--- src/rtl/exec_unit_hs.sv ---
// exec_unit_hs: multi-cycle 16-bit instruction execution unit with a req/ack
// byte memory handshake, internal register file, 8-bit ALU and Z/C flags.
// Optional build macro: ILLEGAL_TRAP_EN (opcode 14 halts and raises 'illegal').
//
// state      | meaning
// -----------+------------------------------------------------------------
// FETCH_HI   | reading instruction high byte at pc (issues it after reset)
// FETCH_LO   | reading instruction low byte at pc+1
// EXECUTE    | single cycle: commit regs/flags/pc, start next fetch or data access
// MEM_WAIT   | waiting for LOAD/STORE data transaction to be acknowledged
// HALTED     | stopped; only reset leaves this state
module exec_unit_hs #(
  parameter int          NUM_REGS  = 8,
  parameter int          ADDR_BITS = 8,
  parameter int unsigned RESET_PC  = 0
) (
  input  logic                 clk,
  input  logic                 reset_n,
  output logic [ADDR_BITS-1:0] mem_addr,
  output logic [7:0]           mem_wdata,
  input  logic [7:0]           mem_rdata,
  output logic                 mem_req,
  output logic                 mem_we,
  input  logic                 mem_ack,
  output logic [ADDR_BITS-1:0] pc_out,
  output logic [1:0]           flags,
  output logic                 halted
`ifdef ILLEGAL_TRAP_EN
  ,output logic                illegal
`endif
);

  typedef enum logic [2:0] {
    S_FETCH_HI,
    S_FETCH_LO,
    S_EXECUTE,
    S_MEM_WAIT,
    S_HALTED
  } state_t;

  localparam logic [3:0] OP_MOVI  = 4'd1;
  localparam logic [3:0] OP_MOV   = 4'd2;
  localparam logic [3:0] OP_LOAD  = 4'd3;
  localparam logic [3:0] OP_STORE = 4'd4;
  localparam logic [3:0] OP_ADD   = 4'd5;
  localparam logic [3:0] OP_ADDI  = 4'd6;
  localparam logic [3:0] OP_SUB   = 4'd7;
  localparam logic [3:0] OP_SUBI  = 4'd8;
  localparam logic [3:0] OP_JZ    = 4'd9;
  localparam logic [3:0] OP_JZR   = 4'd10;
  localparam logic [3:0] OP_JC    = 4'd11;
  localparam logic [3:0] OP_JMP   = 4'd12;
  localparam logic [3:0] OP_CMP   = 4'd13;
  localparam logic [3:0] OP_ILL   = 4'd14;
  localparam logic [3:0] OP_HALT  = 4'd15;

  state_t                 state_q, state_d;
  logic [ADDR_BITS-1:0]   pc_q, pc_d;
  // ir is kept as its decoded fields; bit 11 of the instruction carries nothing
  logic [3:0]             ir_op_q, ir_op_d;
  logic [2:0]             ir_rd_q, ir_rd_d;
  logic [7:0]             ir_imm_q, ir_imm_d;
  logic [7:0]             regs_q [NUM_REGS];
  logic [7:0]             regs_d [NUM_REGS];
  logic [1:0]             flags_q, flags_d;
  logic                   mem_req_q, mem_req_d;
  logic                   mem_we_q, mem_we_d;
  logic [ADDR_BITS-1:0]   mem_addr_q, mem_addr_d;
  logic [7:0]             mem_wdata_q, mem_wdata_d;
  logic                   halted_q, halted_d;
`ifdef ILLEGAL_TRAP_EN
  logic                   illegal_q, illegal_d;
`endif

  logic [2:0]             ra_idx, rb_idx;
  logic [7:0]             rd_val, ra_val, rb_val;
  logic                   is_rr;
  logic [7:0]             alu_a, alu_b;
  logic [8:0]             sum_w, diff_w;
  logic [ADDR_BITS-1:0]   pc_plus1, pc_plus2, imm_ext, rd_ext;
  logic                   wr_en;
  logic [7:0]             wr_val;
  logic                   fetch_en;
  logic [ADDR_BITS-1:0]   fetch_addr;

  assign ra_idx   = ir_imm_q[6:4];
  assign rb_idx   = ir_imm_q[2:0];
  assign pc_plus1 = pc_q + ADDR_BITS'(1);
  assign pc_plus2 = pc_q + ADDR_BITS'(2);
  assign imm_ext  = ADDR_BITS'(ir_imm_q);
  assign rd_ext   = ADDR_BITS'(rd_val);

  // Register-file read ports; indices beyond NUM_REGS read as zero.
  always_comb begin
    rd_val = '0;
    ra_val = '0;
    rb_val = '0;
    for (int i = 0; i < NUM_REGS; i++) begin
      if (ir_rd_q == 3'(i)) rd_val = regs_q[i];
      if (ra_idx == 3'(i))  ra_val = regs_q[i];
      if (rb_idx == 3'(i))  rb_val = regs_q[i];
    end
  end

  // Shared ALU: register-register forms use ra/rb, immediate forms use rd/imm.
  always_comb begin
    is_rr  = (ir_op_q == OP_ADD) || (ir_op_q == OP_SUB) || (ir_op_q == OP_CMP);
    alu_a  = is_rr ? ra_val : rd_val;
    alu_b  = is_rr ? rb_val : ir_imm_q;
    sum_w  = {1'b0, alu_a} + {1'b0, alu_b};
    diff_w = {1'b0, alu_a} - {1'b0, alu_b};
  end

  // Sequencer: next state, handshake, execute-stage commits.
  always_comb begin
    state_d     = state_q;
    pc_d        = pc_q;
    ir_op_d     = ir_op_q;
    ir_rd_d     = ir_rd_q;
    ir_imm_d    = ir_imm_q;
    regs_d      = regs_q;
    flags_d     = flags_q;
    mem_req_d   = mem_req_q & ~mem_ack;
    mem_we_d    = mem_we_q;
    mem_addr_d  = mem_addr_q;
    mem_wdata_d = mem_wdata_q;
    halted_d    = halted_q;
`ifdef ILLEGAL_TRAP_EN
    illegal_d   = illegal_q;
`endif
    wr_en       = 1'b0;
    wr_val      = '0;
    fetch_en    = 1'b0;
    fetch_addr  = pc_q;

    case (state_q)
      S_FETCH_HI: begin
        if (!mem_req_q) begin
          // only reached straight out of reset: nothing in flight yet
          fetch_en   = 1'b1;
          fetch_addr = pc_q;
        end else if (mem_ack) begin
          ir_op_d    = mem_rdata[7:4];
          ir_rd_d    = mem_rdata[2:0];
          fetch_en   = 1'b1;
          fetch_addr = pc_plus1;
          state_d    = S_FETCH_LO;
        end
      end
      S_FETCH_LO: begin
        if (mem_req_q && mem_ack) begin
          ir_imm_d = mem_rdata;
          state_d  = S_EXECUTE;
        end
      end
      S_EXECUTE: begin
        pc_d     = pc_plus2;
        fetch_en = 1'b1;
        state_d  = S_FETCH_HI;
        case (ir_op_q)
          OP_MOVI: begin
            wr_en  = 1'b1;
            wr_val = ir_imm_q;
          end
          OP_MOV: begin
            wr_en  = 1'b1;
            wr_val = ra_val;
          end
          OP_LOAD, OP_STORE: begin
            pc_d        = pc_q;
            fetch_en    = 1'b0;
            mem_req_d   = 1'b1;
            mem_we_d    = (ir_op_q == OP_STORE);
            mem_addr_d  = imm_ext;
            mem_wdata_d = rd_val;
            state_d     = S_MEM_WAIT;
          end
          OP_ADD, OP_ADDI: begin
            wr_en   = 1'b1;
            wr_val  = sum_w[7:0];
            flags_d = {sum_w[8], sum_w[7:0] == 8'h00};
          end
          OP_SUB, OP_SUBI, OP_CMP: begin
            // carry means "no borrow"
            wr_en   = (ir_op_q != OP_CMP);
            wr_val  = diff_w[7:0];
            flags_d = {~diff_w[8], diff_w[7:0] == 8'h00};
          end
          OP_JZ:  if (flags_q[0]) pc_d = imm_ext;
          OP_JZR: if (flags_q[0]) pc_d = rd_ext;
          OP_JC:  if (flags_q[1]) pc_d = imm_ext;
          OP_JMP: pc_d = imm_ext;
`ifdef ILLEGAL_TRAP_EN
          OP_ILL: begin
            pc_d      = pc_q;
            fetch_en  = 1'b0;
            halted_d  = 1'b1;
            illegal_d = 1'b1;
            state_d   = S_HALTED;
          end
`endif
          OP_HALT: begin
            pc_d     = pc_q;
            fetch_en = 1'b0;
            halted_d = 1'b1;
            state_d  = S_HALTED;
          end
          default: ;
        endcase
        fetch_addr = pc_d;
      end
      S_MEM_WAIT: begin
        if (mem_req_q && mem_ack) begin
          wr_en      = ~mem_we_q;
          wr_val     = mem_rdata;
          pc_d       = pc_plus2;
          fetch_en   = 1'b1;
          fetch_addr = pc_plus2;
          state_d    = S_FETCH_HI;
        end
      end
      S_HALTED: begin
        mem_req_d = 1'b0;
      end
      default: state_d = S_FETCH_HI;
    endcase

    if (fetch_en) begin
      mem_req_d  = 1'b1;
      mem_we_d   = 1'b0;
      mem_addr_d = fetch_addr;
    end

    for (int i = 0; i < NUM_REGS; i++) begin
      if (wr_en && (ir_rd_q == 3'(i))) regs_d[i] = wr_val;
    end
  end

  // State and datapath registers; reset aborts any transaction in flight.
  always_ff @(posedge clk or negedge reset_n) begin
    if (!reset_n) begin
      state_q     <= S_FETCH_HI;
      pc_q        <= ADDR_BITS'(RESET_PC);
      ir_op_q     <= '0;
      ir_rd_q     <= '0;
      ir_imm_q    <= '0;
      regs_q      <= '{default: '0};
      flags_q     <= '0;
      mem_req_q   <= 1'b0;
      mem_we_q    <= 1'b0;
      mem_addr_q  <= '0;
      mem_wdata_q <= '0;
      halted_q    <= 1'b0;
`ifdef ILLEGAL_TRAP_EN
      illegal_q   <= 1'b0;
`endif
    end else begin
      state_q     <= state_d;
      pc_q        <= pc_d;
      ir_op_q     <= ir_op_d;
      ir_rd_q     <= ir_rd_d;
      ir_imm_q    <= ir_imm_d;
      regs_q      <= regs_d;
      flags_q     <= flags_d;
      mem_req_q   <= mem_req_d;
      mem_we_q    <= mem_we_d;
      mem_addr_q  <= mem_addr_d;
      mem_wdata_q <= mem_wdata_d;
      halted_q    <= halted_d;
`ifdef ILLEGAL_TRAP_EN
      illegal_q   <= illegal_d;
`endif
    end
  end

  assign mem_addr  = mem_addr_q;
  assign mem_wdata = mem_wdata_q;
  assign mem_req   = mem_req_q;
  assign mem_we    = mem_we_q;
  assign pc_out    = pc_q;
  assign flags     = flags_q;
  assign halted    = halted_q;
`ifdef ILLEGAL_TRAP_EN
  assign illegal   = illegal_q;
`endif

endmodule

--- config.mk ---
export PLATFORM = sky130hd
export DESIGN_NAME = exec_unit_hs
export DESIGN_NICKNAME = d
export VERILOG_FILES = /design/src/rtl/exec_unit_hs.sv
export SDC_FILE = /design/constraint.sdc
export NUM_CORES = 1
export LEC_CHECK = 0
export BUFFER_PORTS_ARGS = -buffer_cell sky130_fd_sc_hd__clkbuf_2
export CORE_MARGIN = 3
export CORE_UTILIZATION = 35
export DETAILED_ROUTE_END_ITERATION = 6
export GPL_TIMING_DRIVEN = 0
export SLEW_MARGIN = 10
export SYNTH_ARGS = -nofsm -noshare
export SYNTH_HDL_FRONTEND = slang
export SYNTH_SLANG_ARGS = --single-unit
--- constraint.sdc ---
create_clock -name clk -period 5.01 [get_ports clk]
set_input_delay 1.002 -clock clk [delete_from_list [all_inputs] [get_ports clk]]
set_output_delay 1.002 -clock clk [all_outputs]
set_load 0.02 [all_outputs]
# After elaboration in Yosys (flattened, before gate mapping)

Cells that the tools add are included.
W data, S select, Z words.

Output and inout port bits: 29
Flip-flop bits (word level): 111
Bits of input ports: 11

Mux-type cells: 62
Bitwise logic cells: 5
Eq/ne operators: 44
Reductions and logical operators: 33
Add/sub/neg operators: 4

Operator list:

| kind                  | number |
|---|---|
| $mux W8               | 36 |
| $pmux W8 S5           | 1 |
| $eq A3 B3 Y1 const B  | 13 |
| $pmux W8 S2           | 2 |
| $pmux W8 S4           | 1 |
| $eq A4 B4 Y1 const B  | 7 |
| $eq A3 B2 Y1 const B  | 8 |
| $pmux W8 S3           | 1 |
| $eq A4 B3 Y1 const B  | 4 |
| $logic_not A8 Y1      | 2 |
| $pmux W3 S5           | 1 |
| $eq A3 B1 Y1 const B  | 4 |
| $logic_not A3 Y1      | 4 |
| $mux W3               | 4 |
| $mux W1               | 10 |
| $reduce_and A2 Y1     | 5 |
| $add A8 B8 Y9         | 1 |
| $logic_and A1 B1 Y1   | 9 |
| $sub A8 B8 Y9         | 1 |
| $add A8 B1 Y8 const B | 1 |
| $add A8 B2 Y8 const B | 1 |
| $eq A4 B2 Y1 const B  | 2 |
| $ne A2 B2 Y1 const B  | 4 |
| $reduce_bool A2 Y1    | 4 |
| 14 further kinds      | 22 |

# Longest topological paths before layout

Depth in word-level cells: 13
Mapped depth: 18

# Least setup slack after synthesis

No wires, ideal clock.

Kind: flip-flop to flip-flop
Start: register ir_op_q[3]
End: register regs_q[46] (netlist bit)
Library setup time: 0.138 ns
Path buffers: 3
Arrival: 3.724 ns
Clock period less this slack: 3.862 ns
Required time: 4.872 ns
Cell stages (with the launch flop): 18
Slack: 1.148 ns
Cells stage by stage: dfrtp_1 buf_2 buf_1 nand2_1 nand3_1 clkbuf_1 o21ai_0 o21ai_0 ha_1 inv_1 fa_1 nand2b_1 a21oi_1 a211oi_1 xnor2_1 a211o_1 o21ai_1 o21ai_0

Longest elaborated chain between the ends: 7
Elaborated cells between the ends (all ways): 22
Classes of those cells: add/sub: 2; eq/ne: 8; mux: 6; reduce/logical: 6

Ends and longest elaborated chain:

| item                                                  | RTL line | source |
|---|---|---|
| from (decl)                                           | 60       | `logic [3:0] ir_op_q, ir_op_d;` |
| from (signal assigned)                                | 260      | `ir_op_q <= ir_op_d;` |
| $eq A4 B3 Y1                                          | 107, 160 |  |
| $logic_or A1 B1 Y1 (2 in a row)                       | 107      | `is_rr = (ir_op_q == OP_ADD) \|\| (ir_op_q == OP_SUB) \|\| (ir_op_q == OP_CMP);` |
| $mux W8 (on tied branches)                            | 108, 109 |  |
| $sub A8 B8 Y9 / $add A8 B8 Y9 (equally long branches) | 111, 110 |  |
| $pmux W8 S4                                           | 160      | `case (ir_op_q)` |
| $pmux W8 S2                                           | 136      | `case (state_q)` |
| to (signal assigned)                                  | 263      | `regs_q <= regs_d;` |
| to (decl)                                             | 63       | `logic [7:0] regs_q [NUM_REGS];` |

Parallel ways exist; a longest one is shown, timed or not.
A chain may end at the register's enable or synchronous reset.

# Worst setup path in the final report

Start: register ir_op_q[2]
End: register regs_q[46] (netlist bit)

The elaborated chain is that of the path after synthesis.

==> flow_summary.json <==
{
  "slew_viol_final": 0,
  "diodes": 0,
  "crit_fanout": 10,
  "cts_max_level": 3,
  "cts_max_path_buffers": 2,
  "fmax_ghz": 0.210,
  "setup_viol": 0,
  "dp_slack_ns": -0.381,
  "drive_gt1_share_pct": 14.9,
  "seqPwrFrac_pct": 20.3,
  "rsz0062_at_grt": "no",
  "place_inst": 1386,
  "required_ns": 5.25,
  "status": "completed",
  "min_period_ns": 4.76,
  "io_pins": 40,
  "numCtsBuffers": 9,
  "syn_to_final_growth_pct": 10.8,
  "combPwrFrac_pct": 69.2,
  "clkSlewWorstSetupHoldPaths_ns": 0.08,
  "ys.flop_type": "dfrtp_1",
  "p_per_area_nw_per_um2": 733,
  "drc": 0,
  "cts_resized": 4,
  "drt-total-wl_microns": 32600,
  "grt_pass1_wl_microns": 49400,
  "dpl_cell_area_sq_um": 9200,
  "power.switching_mw": 3.80,
  "cts-root-buf": "clkbuf_16",
  "rows": 56,
  "synth-edff-count": 0,
  "vias": 8451,
  "power_mw": 6.96,
  "fin_nets": 1109,
  "die_x_microns": 162,
  "initial_core_util_pct": 36.1,
  "fin_cells": 1401,
  "syn-num-nets": 1059,
  "relSlewSlack_pct": 33.9,
  "yosysWarnings": 0,
  "synthTopCellsByArea": "dfrtp_1 (32%), nand2_1 (6.9%), o21ai_0 (6.0%), mux2i_1 (5.8%), a21oi_1 (4.0%)",
  "dr.pass1.iters": 5,
  "postSynthCellCount": 1027,
  "holdBufCountCts": 0,
  "post-route-period-util_pct": 95.0,
  "setup_tns_ns": 0,
  "core_area_sq_um": 23800,
  "drt-initial-drc-count": 938,
  "finClkSkew_ns": 0.0121,
  "viasPerCell": 6.03,
  "synth_top_area_share_pct": 32.4,
  "swShare_pct": 54.5,
  "finalWorstSetupSlack_ns": 0.252,
  "synth_seq_cells": 111,
  "pwr-share-clk_pct": 10.5,
  "netlist_area_sq_um": 8560,
  "cp-start-kind": "flop",
  "grt_max_degree": 92,
  "overflow": 0,
  "worst-setup-path-type": "reg -> reg",
  "vdd_ir_drop_max_mv": 0.214,
  "synthArstFlopShare_pct": 100,
  "syn_avg_cell_area_sq_um": 8.34,
  "post_cts_buffers": 0,
  "numPortBuffers": 39,
  "p_leak_nw": 4.04,
  "cts.sinks": 111,
  "tritoncts": "done",
  "ys_types": 78,
  "max_cap_violations": 0,
  "ant_nets": 0,
  "gp_congestion": 1.05,
  "die-area_sq_um": 26400,
  "die_y_microns": 162,
  "hold_viol_final": 0,
  "track_usage_pct": 24.5,
  "crit_path_end_kind": "flop",
  "synth_common_cells": "nand2_1 (158), dfrtp_1 (111), o21ai_0 (103)",
  "synth.most_common_cell": "nand2_1",
  "hp-class": "reg -> reg",
  "dp_hpwl_microns": 24700,
  "tightest_slew_ns": 0.979,
  "post-route-cell-area_sq_um": 9490,
  "internal_power_mw": 3.17,
  "crit_arrival_ns": 5.00,
  "wl_per_cell_microns": 23.2,
  "clk_latency_ns": 0.37,
  "grt_pass1_vias": 7858,
  "antenna_found_initial": 0,
  "yosys.area.top_type": "dfrtp_1",
  "yosysSeqAreaShare_pct": 32.4
}
-- critical path, cell delays in order, from the launching register on --
cell	delay (ns)
dfrtp_1	0.44
buf_2	0.23
clkbuf_1	0.46
nand3_2	0.40
clkbuf_2	0.35
o21ai_1	0.45
ha_1	0.23
inv_1	0.06
fa_1	0.52
nand2b_1	0.12
a21oi_1	0.11
a211oi_1	0.26
xnor2_1	0.15
a211o_1	0.32
o21ai_2	0.36
o21ai_0	0.15
-- worst paths after layout --
kind                             from    endpoint  slack (ns)  depth (start not counted)
max                        ir_op_q[2]  regs_q[46]        0.25                         15
max in group asynchronous     reset_n  regs_q[21]        3.82                          2
min reg2reg                    halted      halted        0.47                          1
max reg2reg                ir_op_q[2]  regs_q[46]        0.25                         15
min in group asynchronous     reset_n   pc_out[7]        0.49                          1
min                            halted      halted        0.47                          1
-- registers in the layout (all words and copies together), names as in the netlist, 3 cells and up --
name / count
imm_ext: 8
ir_op_q: 4
ir_rd_q: 3
mem_addr: 8
mem_wdata: 8
pc_out: 8
regs_q: 64
state_q: 3
-- per-stage QoR --
stage                     utilization (%)  hold slack, ns
after CTS                            39.9           0.477
after floorplan                         -           0.475
final                                40.0           0.472
after global routing                 40.0           0.501
after global placement               38.6           0.464
after detailed placement             38.7           0.459
-- cells in the final DEF, fill, tap and decap left out, drive strengths merged, types with 8 or more instances in the layout --
master,n
mux2,28
and3,9
clkbuf,97
dfrtp,111
inv,38
o211ai,9
a31oi,14
o22ai,16
a21oi,70
mux4,15
a22oi,12
xor2,12
mux2i,50
nor2,56
o221ai,11
nand2b,15
nand2,158
nor2b,20
nor3,21
o21ai,117
a221o,8
buf,38
a211oi,10
nand3,21
ha,19
-- cells by family after synthesis --
| group | share of synthesized area [%] |
|---|---|
| and+or+nand+nor | 18.6 |
| AOI/OAI and AO/OA | 24.6 |
| buffers and inverters | 5.81 |
| DFF | 32.4 |
| muxes | 13.5 |
| adders and majority gates | 3.24 |
| xor gates and xnor gates | 1.84 |
-- power groups by stage --
stage	clock network, mW	registers, mW	logic [mW]
final	0.733	1.41	4.82
after CTS	0.744	1.40	4.69
after global routing	0.779	1.44	5.18
after global placement	0	1.42	4.65
after floorplan	0	1.43	3.23
after detailed placement	0	1.42	4.68
-- final cells by class --
type                       instances  area [sq um]
sequential                       111          2780
multi-input combinational        798          5310
buffer                            84           375
clock inverter                     5          46.3
tap                              319           399
clock buffer                      11           233
timing repair buffer              40           231
inverter                          33           124
fill                            2441         14300
-- per-layer routing --
layer  vias up  track usage [%]  routed length [microns]
met3        72             4.73                     2750
li1       3847                -                        -
met4         0             9.34                     1290
met2       424             38.6                    14800
met1      4108             33.3                    13700
met5         -                0                        0
(Power assumes the default switching activity.)
